### src/rtl/rsa_pkg.sv
// Shared types and helpers for the RSA modular-exponentiation sequencer.
package rsa_pkg;

  // Sequencer states: map into Montgomery domain, multiply rounds, remap out.
  typedef enum logic [3:0] {
    ST_IDLE,
    ST_PRE_MAP,
    ST_MAP,
    ST_POST_MAP,
    ST_PRE_MMM,
    ST_MMM,
    ST_POST_MMM,
    ST_PRE_REMAP,
    ST_REMAP,
    ST_POST_REMAP,
    ST_DONE
  } state_e;

  // Operand mux encodings for sel1.
  localparam logic [1:0] SEL1_MAP   = 2'b00;
  localparam logic [1:0] SEL1_MMM   = 2'b01;
  localparam logic [1:0] SEL1_REMAP = 2'b10;

  // Ceiling log2, never below 1 so it can size a vector.
  function automatic int clog2(input int value);
    int result;
    result = 0;
    while ((1 << result) < value) result++;
    if (result < 1) result = 1;
    return result;
  endfunction

endpackage

### src/rtl/rsa_phase_counter.sv
// Up-counter with synchronous clear, increment and terminal-count compare.
module rsa_phase_counter #(
  parameter int W = 4
) (
  input  logic         clk,
  input  logic         rstb,
  input  logic         clr_i,
  input  logic         inc_i,
  input  logic [W-1:0] tc_i,
  output logic [W-1:0] cnt_o,
  output logic         tc_o
);

  logic [W-1:0] cnt_q, cnt_d;

  // Next count: clear wins over increment, otherwise hold.
  always_comb begin
    // NOTE: the default assignment first keeps every path assigned, so no latch is inferred.
    cnt_d = cnt_q;
    if (clr_i)      cnt_d = '0;
    else if (inc_i) cnt_d = cnt_q + 1'b1;
  end

  // Count register with asynchronous active-low reset.
  always_ff @(posedge clk or negedge rstb) begin
    // NOTE: non-blocking assignment so every register samples pre-edge values.
    if (!rstb) cnt_q <= '0;
    else       cnt_q <= cnt_d;
  end

  assign cnt_o = cnt_q;
  assign tc_o  = (cnt_q == tc_i);

endmodule

### src/rtl/rsa_modexp_sequencer.sv
// Control sequencer for a Montgomery-based right-to-left binary modexp datapath.
module rsa_modexp_sequencer
  import rsa_pkg::*;
#(
  parameter int  WIDTH      = 8,
  parameter int  EXP_WIDTH  = WIDTH + 2,
  parameter int  MMM_CYCLES = WIDTH + 2,
  localparam int LEN_W      = clog2(EXP_WIDTH + 1)
) (
  input  logic                 clk,
  input  logic                 rstb,
  input  logic                 ena,
  input  logic                 start,
  input  logic                 abort,
  input  logic [EXP_WIDTH-1:0] expE,
  input  logic [LEN_W-1:0]     exp_len,
  output logic                 rst_mmm,
  output logic                 ld_a,
  output logic                 ld_r,
  output logic                 lock1,
  output logic                 lock2,
  output logic [1:0]           sel1,
  output logic                 sel2,
  output logic                 busy,
  output logic                 eoc,
  output logic [LEN_W-1:0]     round_idx
);

  localparam int STEP_W = clog2(MMM_CYCLES + 1);

  state_e               state_q, state_d;
  logic [EXP_WIDTH-1:0] exp_q, exp_d;
  logic [LEN_W-1:0]     len_q, len_d;

  logic              step_clr, step_inc, step_tc;
  logic [STEP_W-1:0] step_cnt;
  logic              round_clr, round_inc, round_tc;
  logic [LEN_W-1:0]  round_cnt;
  logic              last_round;

  // Step counter paces each MMM operation phase (MMM_CYCLES+1 cycles).
  rsa_phase_counter #(.W(STEP_W)) u_step_cnt (
    .clk   (clk),
    .rstb  (rstb),
    .clr_i (step_clr),
    .inc_i (step_inc),
    .tc_i  (STEP_W'(MMM_CYCLES)),
    .cnt_o (step_cnt),
    .tc_o  (step_tc)
  );

  // Round counter tracks processed exponent bits against the captured length.
  rsa_phase_counter #(.W(LEN_W)) u_round_cnt (
    .clk   (clk),
    .rstb  (rstb),
    .clr_i (round_clr),
    .inc_i (round_inc),
    .tc_i  (len_q),
    .cnt_o (round_cnt),
    .tc_o  (round_tc)
  );

  // In POST_MMM the branch looks at the round count as it will be after this round.
  assign last_round = ((round_cnt + LEN_W'(1)) == len_q);
  assign round_idx  = round_cnt;

  // Next-state, counter control and per-state output decode.
  always_comb begin
    state_d   = state_q;
    exp_d     = exp_q;
    len_d     = len_q;
    step_clr  = 1'b0;
    step_inc  = 1'b0;
    round_clr = 1'b0;
    round_inc = 1'b0;
    rst_mmm   = 1'b0;
    ld_a      = 1'b0;
    ld_r      = 1'b0;
    lock1     = 1'b0;
    lock2     = 1'b0;
    sel1      = SEL1_MAP;
    sel2      = 1'b0;
    busy      = 1'b0;
    eoc       = 1'b0;

    // Abort overrides both start and the enable freeze.
    if (abort) begin
      state_d   = ST_IDLE;
      exp_d     = '0;
      step_clr  = 1'b1;
      round_clr = 1'b1;
    end else if (ena) begin
      case (state_q)
        ST_IDLE, ST_DONE: begin
          if (start) begin
            state_d   = ST_PRE_MAP;
            exp_d     = expE;
            len_d     = (exp_len > LEN_W'(EXP_WIDTH)) ? LEN_W'(EXP_WIDTH) : exp_len;
            round_clr = 1'b1;
          end
        end
        ST_PRE_MAP:   begin step_clr = 1'b1; state_d = ST_MAP; end
        ST_MAP:       begin step_inc = 1'b1; if (step_tc) state_d = ST_POST_MAP; end
        ST_POST_MAP:  state_d = round_tc ? ST_PRE_REMAP : ST_PRE_MMM;
        ST_PRE_MMM:   begin step_clr = 1'b1; state_d = ST_MMM; end
        ST_MMM:       begin step_inc = 1'b1; if (step_tc) state_d = ST_POST_MMM; end
        ST_POST_MMM: begin
          round_inc = 1'b1;
          exp_d     = exp_q >> 1;
          state_d   = last_round ? ST_PRE_REMAP : ST_PRE_MMM;
        end
        ST_PRE_REMAP:  begin step_clr = 1'b1; state_d = ST_REMAP; end
        ST_REMAP:      begin step_inc = 1'b1; if (step_tc) state_d = ST_POST_REMAP; end
        ST_POST_REMAP: state_d = ST_DONE;
        default:       state_d = ST_IDLE;
      endcase
    end

    case (state_q)
      ST_PRE_MAP, ST_MAP, ST_POST_MAP: begin
        rst_mmm = 1'b1;
        lock1   = 1'b1;
        lock2   = 1'b1;
        sel1    = SEL1_MAP;
        ld_a    = (state_q != ST_POST_MAP);
        ld_r    = (state_q == ST_POST_MAP);
        busy    = 1'b1;
      end
      ST_PRE_MMM, ST_MMM, ST_POST_MMM: begin
        rst_mmm = 1'b1;
        lock1   = exp_q[0];
        lock2   = 1'b1;
        sel1    = SEL1_MMM;
        sel2    = 1'b1;
        ld_a    = (state_q == ST_PRE_MMM);
        ld_r    = (state_q == ST_POST_MMM);
        busy    = 1'b1;
      end
      ST_PRE_REMAP, ST_REMAP, ST_POST_REMAP: begin
        rst_mmm = 1'b1;
        lock1   = 1'b1;
        sel1    = SEL1_REMAP;
        sel2    = 1'b1;
        ld_a    = (state_q == ST_PRE_REMAP);
        ld_r    = (state_q == ST_POST_REMAP);
        busy    = 1'b1;
      end
      ST_DONE: begin
        rst_mmm = 1'b1;
        lock1   = 1'b1;
        sel1    = SEL1_REMAP;
        sel2    = 1'b1;
        ld_r    = 1'b1;
        eoc     = 1'b1;
      end
      default: ;
    endcase
  end

  // State, exponent and length registers.
  always_ff @(posedge clk or negedge rstb) begin
    if (!rstb) begin
      state_q <= ST_IDLE;
      exp_q   <= '0;
      len_q   <= '0;
    end else begin
      state_q <= state_d;
      exp_q   <= exp_d;
      len_q   <= len_d;
    end
  end

endmodule

### config.mk
export PLATFORM = sky130hd
export DESIGN_NAME = rsa_modexp_sequencer
export DESIGN_NICKNAME = d
export VERILOG_FILES = /design/src/rtl/rsa_pkg.sv /design/src/rtl/rsa_phase_counter.sv /design/src/rtl/rsa_modexp_sequencer.sv
export SDC_FILE = /design/constraint.sdc
export NUM_CORES = 1
export LEC_CHECK = 0
export CAP_MARGIN = 20
export CORE_MARGIN = 5
export CORE_UTILIZATION = 47
export DETAILED_ROUTE_END_ITERATION = 16
export HOLD_SLACK_MARGIN = 0.02
export PLACE_DENSITY_LB_ADDON = 0.25
export SLEW_MARGIN = 20
export SYNTH_ARGS = -nofsm -noshare
export SYNTH_HDL_FRONTEND = slang
export SYNTH_HIERARCHICAL = 1
export SYNTH_SLANG_ARGS = --single-unit
### constraint.sdc
create_clock -name clk -period 1.75 [get_ports clk]
set_input_delay 0.35 -clock clk [delete_from_list [all_inputs] [get_ports clk]]
set_output_delay 0.35 -clock clk [all_outputs]
set_load 0.005 [all_outputs]
==> results.yml, run 1 <==
route:
  firstDrtPassIters: 4
  wire_per_inst_um: 20.6
  drc_errors: 0
  ant_nets: 0
  drtIter0Drc: 172
  wl_um: 7410
  viasPerCell: 6.03
  vias: 2165
setup_path:
  cp-start-kind: "flip-flop"
  cpMostUsedCell: "buf_6"
  crit_start: "state_q[1]"
  cp.arrival_ns: 2.12
  rr_startpoint: "state_q[1]"
  path_max_fanout: 5
  max_stage_delay_ns: 0.46
  worstPathCellList: "buf_6, buf_6, xnor2_4, a31o_4, a21oi_4, buf_12, mux2_4"
  required_ns: 1.92
  worst_setup_path_end_kind: "flip-flop"
  setup.worst_path.class: "flip-flop to flip-flop"
  crit_path_top_delay_cell: "dfrtp_2"
layout:
  nets: 334
  drive_gt1_share_pct: 45.7
  antennaDiodeCount: 0
  postLayoutCoreUtil_pct: 85.2
  nFillCells: 171
  areaGrowthSynthToFinish_pct: 71.8
  stdcell_count: 359
synthesis:
  synthAdderAreaFrac_pct: 2.04
  ys_warn_count: 6
  synthTopCellsByCount: "32 x nand2_1, 26 x dfrtp_1, 21 x a21oi_1"
  synth_cells: 215
  ys.flop_type: "dfrtp_1"
  yosysUniqueCellTypes: 49
  synthDominantCellAreaShare_pct: 35.3
  avgSynthCellArea_um2: 8.57
  synth_area_leaders: "dfrtp_1 35%, mux2_2 6.7%, nand2_1 6.5%"
  muxShareOfSynthArea_pct: 9.44
  yosys.area.top_type: "dfrtp_1"
  synth_area_mm2: 0.00184
  async_flop_share_pct: 100
  synth_top_family_by_area: "simple AND/OR/NAND/NOR gates"
  yosys.area_share.simple_pct: 22.2
  synthXorXnorAreaFrac_pct: 8.56
  yosysSeqAreaShare_pct: 35.3
  synth_most_common_cell: "nand2_1"
  synth_edf_count: 0
  synth_compound_area_share_pct: 18.3
  ys_ff_latch: 26
clock_network:
  cts_sinks: 26
  path_clk_slew_ns: 0.10
  cts_buffers: 3
  cts_tree: "built"
  hold_buffers: 0
  clk_path_buf_depth: 2
  cts-htree-levels: 1
  root_buffer: "clkbuf_8"
  clock_latency_ns: 0.27
placed_design:
  place.gp.congestion: 0.841
  dp_cells: 332
  pre_cts_slack_ns: -0.149
  io_buffer_count: 32
  hpwl_um: 3370
sta:
  clock_skew_ns: 0.00358
  slew_violations: 0
  finalHoldViolations: 0
  min_period_ns: 1.95
  rsz0062_at_grt: "yes"
  fmax_mhz: 513
  setup_ws_ns: -0.200
  min_period_over_period_pct: 111
  finalSetupViolations: 33
flow_run:
  drv_cap: 0
floorplanning:
  die_w_um: 72.6
  coreArea_mm2: 0.00372
  die_h_um: 72.6
  io_pins: 33
  dieArea_mm2: 0.00527
  start_util_pct: 49.6
  rows: 22
global_routing:
  first_global_vias: 2030
  grt_max_degree: 27
  grt_pass1_wl_um: 9050
  grt_overflow: 0
  antenna_found_initial: 0
  grt_usage_pct: 21.4
pwr:
  p_leak_nw: 1.46
  power_density_mw_per_mm2: 647
  ir_drop_v: 0.000512
worst_hold_path:
  hold_path.class: "input port to async pin"
status:
  violations: "negative setup slack"
  status: "complete, but fails checks"
==> per-stage QoR <==
step           area, um^2  hold slack [ns]  TNS [ns]  total power (W)
3_3_place_gp         2550            0.487     -1.79          0.00125
5_1_grt              3160            0.485     -5.72          0.00214
4_1_cts              2940            0.467     -1.58          0.00187
6_report             3160            0.451     -3.78          0.00205
3_5_place_dp         2550            0.493     -2.44          0.00125
2_1_floorplan        1860           0.0544  -0.00711         0.000994
==> metal layers <==
| layer | vias up | global-route usage, % | part of all wire, % |
|---|---|---|---|
| met5 | - | 0 | 0 |
| met4 | 0 | 8.81 | 4.9 |
| met3 | 37 | 2.75 | 6.7 |
| met2 | 116 | 36.3 | 51 |
| met1 | 1063 | 27.3 | 37 |
| li1 | 949 | - | - |
==> layout make-up <==
type                       instances  area (um^2)  area share [%]
multi-input combinational        175         1460            46.1
tap                               48         60.1            1.90
clock buffer                       3         41.3            1.30
sequential                        26          656            20.7
clock inverter                     1         30.0           0.949
timing repair buffer             102          902            28.5
inverter                           4         15.0           0.474
==> worst max-delay path: cells and delay by family, from the launching register on <==
family | cells | cell delay, ns
xor gates and xnor gates | 1 | 0.14
buffers and inverters | 3 | 0.44
DFF | 1 | 0.46
AOI/OAI and AO/OA | 2 | 0.50
muxes | 1 | 0.30
==> path summary, 6_finish.rpt <==
check / end / slack, ns / depth (start not counted)
setup / recovery: exp_q[8] / -0.20 / 7
setup reg to reg: exp_q[8] / -0.20 / 7
hold reg to reg: exp_q[2] / 0.53 / 1
hold / removal: u_round_cnt/cnt_o[2] / 0.45 / 2
max in group asynchronous: state_q[3] / 1.02 / 2
min in group clk: exp_q[2] / 0.53 / 1
==> cell usage in the layout, fill, tap and decap left out, types with 2 or more instances in the layout <==
cell type        Yosys  final
ha_1                 3      3
xor2_1              13     12
dfrtp_2              0      4
xnor2_4              0      2
buf_2                4      7
a21oi_2              0      4
o21ai_0             10      3
nand2_2              0      3
clkbuf_8             0      3
o211ai_1             3      3
buf_12               0      2
xnor2_1              5      3
mux2i_1              2      2
nor2_1              19     11
nand4_1              3      3
nor2b_1              6      6
nand2b_4             0      2
o21ai_1              0      3
dfrtp_1             26     22
nand2_1             32     29
a32oi_1              3      2
nand3b_1             3      3
a31oi_1              2      2
conb_1               2      4
o21ai_2              0      3
a21bo_2              2      2
inv_1                4      4
nor2_4               0      6
buf_4                1     55
nand2b_1             4      2
clkdlybuf4s50_1      0     22
buf_6                0     11
nor2_2               0      2
mux2_4               2     12
clkdlybuf4s15_2      0      2
a21oi_1             21     17
==> where the power goes <==
group	leakage (nW)	switching, W	internal, W
clock network	0.0357	0.000204	0.000306
logic	1.08	0.000396	0.000426
registers	0.339	0.0000555	0.000659
==> cell families (layout without fill, tap and decap cells) <==
| family | Yosys count | in the layout |
|---|---|---|
| other cells | 2 | 4 |
| mux | 15 | 15 |
| simple gates | 83 | 83 |
| buf+inv | 16 | 110 |
| fa+ha+maj | 3 | 3 |
| flops | 26 | 26 |
| compound gates | 52 | 52 |
| xor+xnor | 18 | 18 |
==> sequential cells by signal (all words and copies together) (netlist names) <==
register / cells
u_round_cnt/cnt_o: 4
len_q: 4
state_q: 4
u_step_cnt/cnt_o: 4
exp_q: 10
==> timing repair <==
item                                    in CTS  in global routing
hold endpoints to repair                     0                  0
endpoints found under the setup margin      26                 35
gates cloned                                 1                  0
resized for setup                           82                 42
pin swaps                                   13                 14
buffers inserted                            18                  6
(Power assumes the default switching activity.)
==> inputs of run 2 (changes only) <==
--- a/config.mk
+++ b/config.mk
@@ -9,6 +9,7 @@
 export CORE_MARGIN = 5
 export CORE_UTILIZATION = 47
 export DETAILED_ROUTE_END_ITERATION = 16
+export GPL_ROUTABILITY_DRIVEN = 0
 export HOLD_SLACK_MARGIN = 0.02
 export PLACE_DENSITY_LB_ADDON = 0.25
 export SLEW_MARGIN = 20
==> results of run 2 <==
Final layout, timing and power as in run 1 (identical DEF).
==> inputs of run 3 (changes only) <==
--- a/config.mk
+++ b/config.mk
@@ -10,7 +10,6 @@
 export CORE_UTILIZATION = 47
 export DETAILED_ROUTE_END_ITERATION = 16
 export GPL_ROUTABILITY_DRIVEN = 0
-export HOLD_SLACK_MARGIN = 0.02
 export PLACE_DENSITY_LB_ADDON = 0.25
 export SLEW_MARGIN = 20
 export SYNTH_ARGS = -nofsm -noshare
==> results of run 3 <==
Final layout, timing and power as in run 1 (identical DEF).
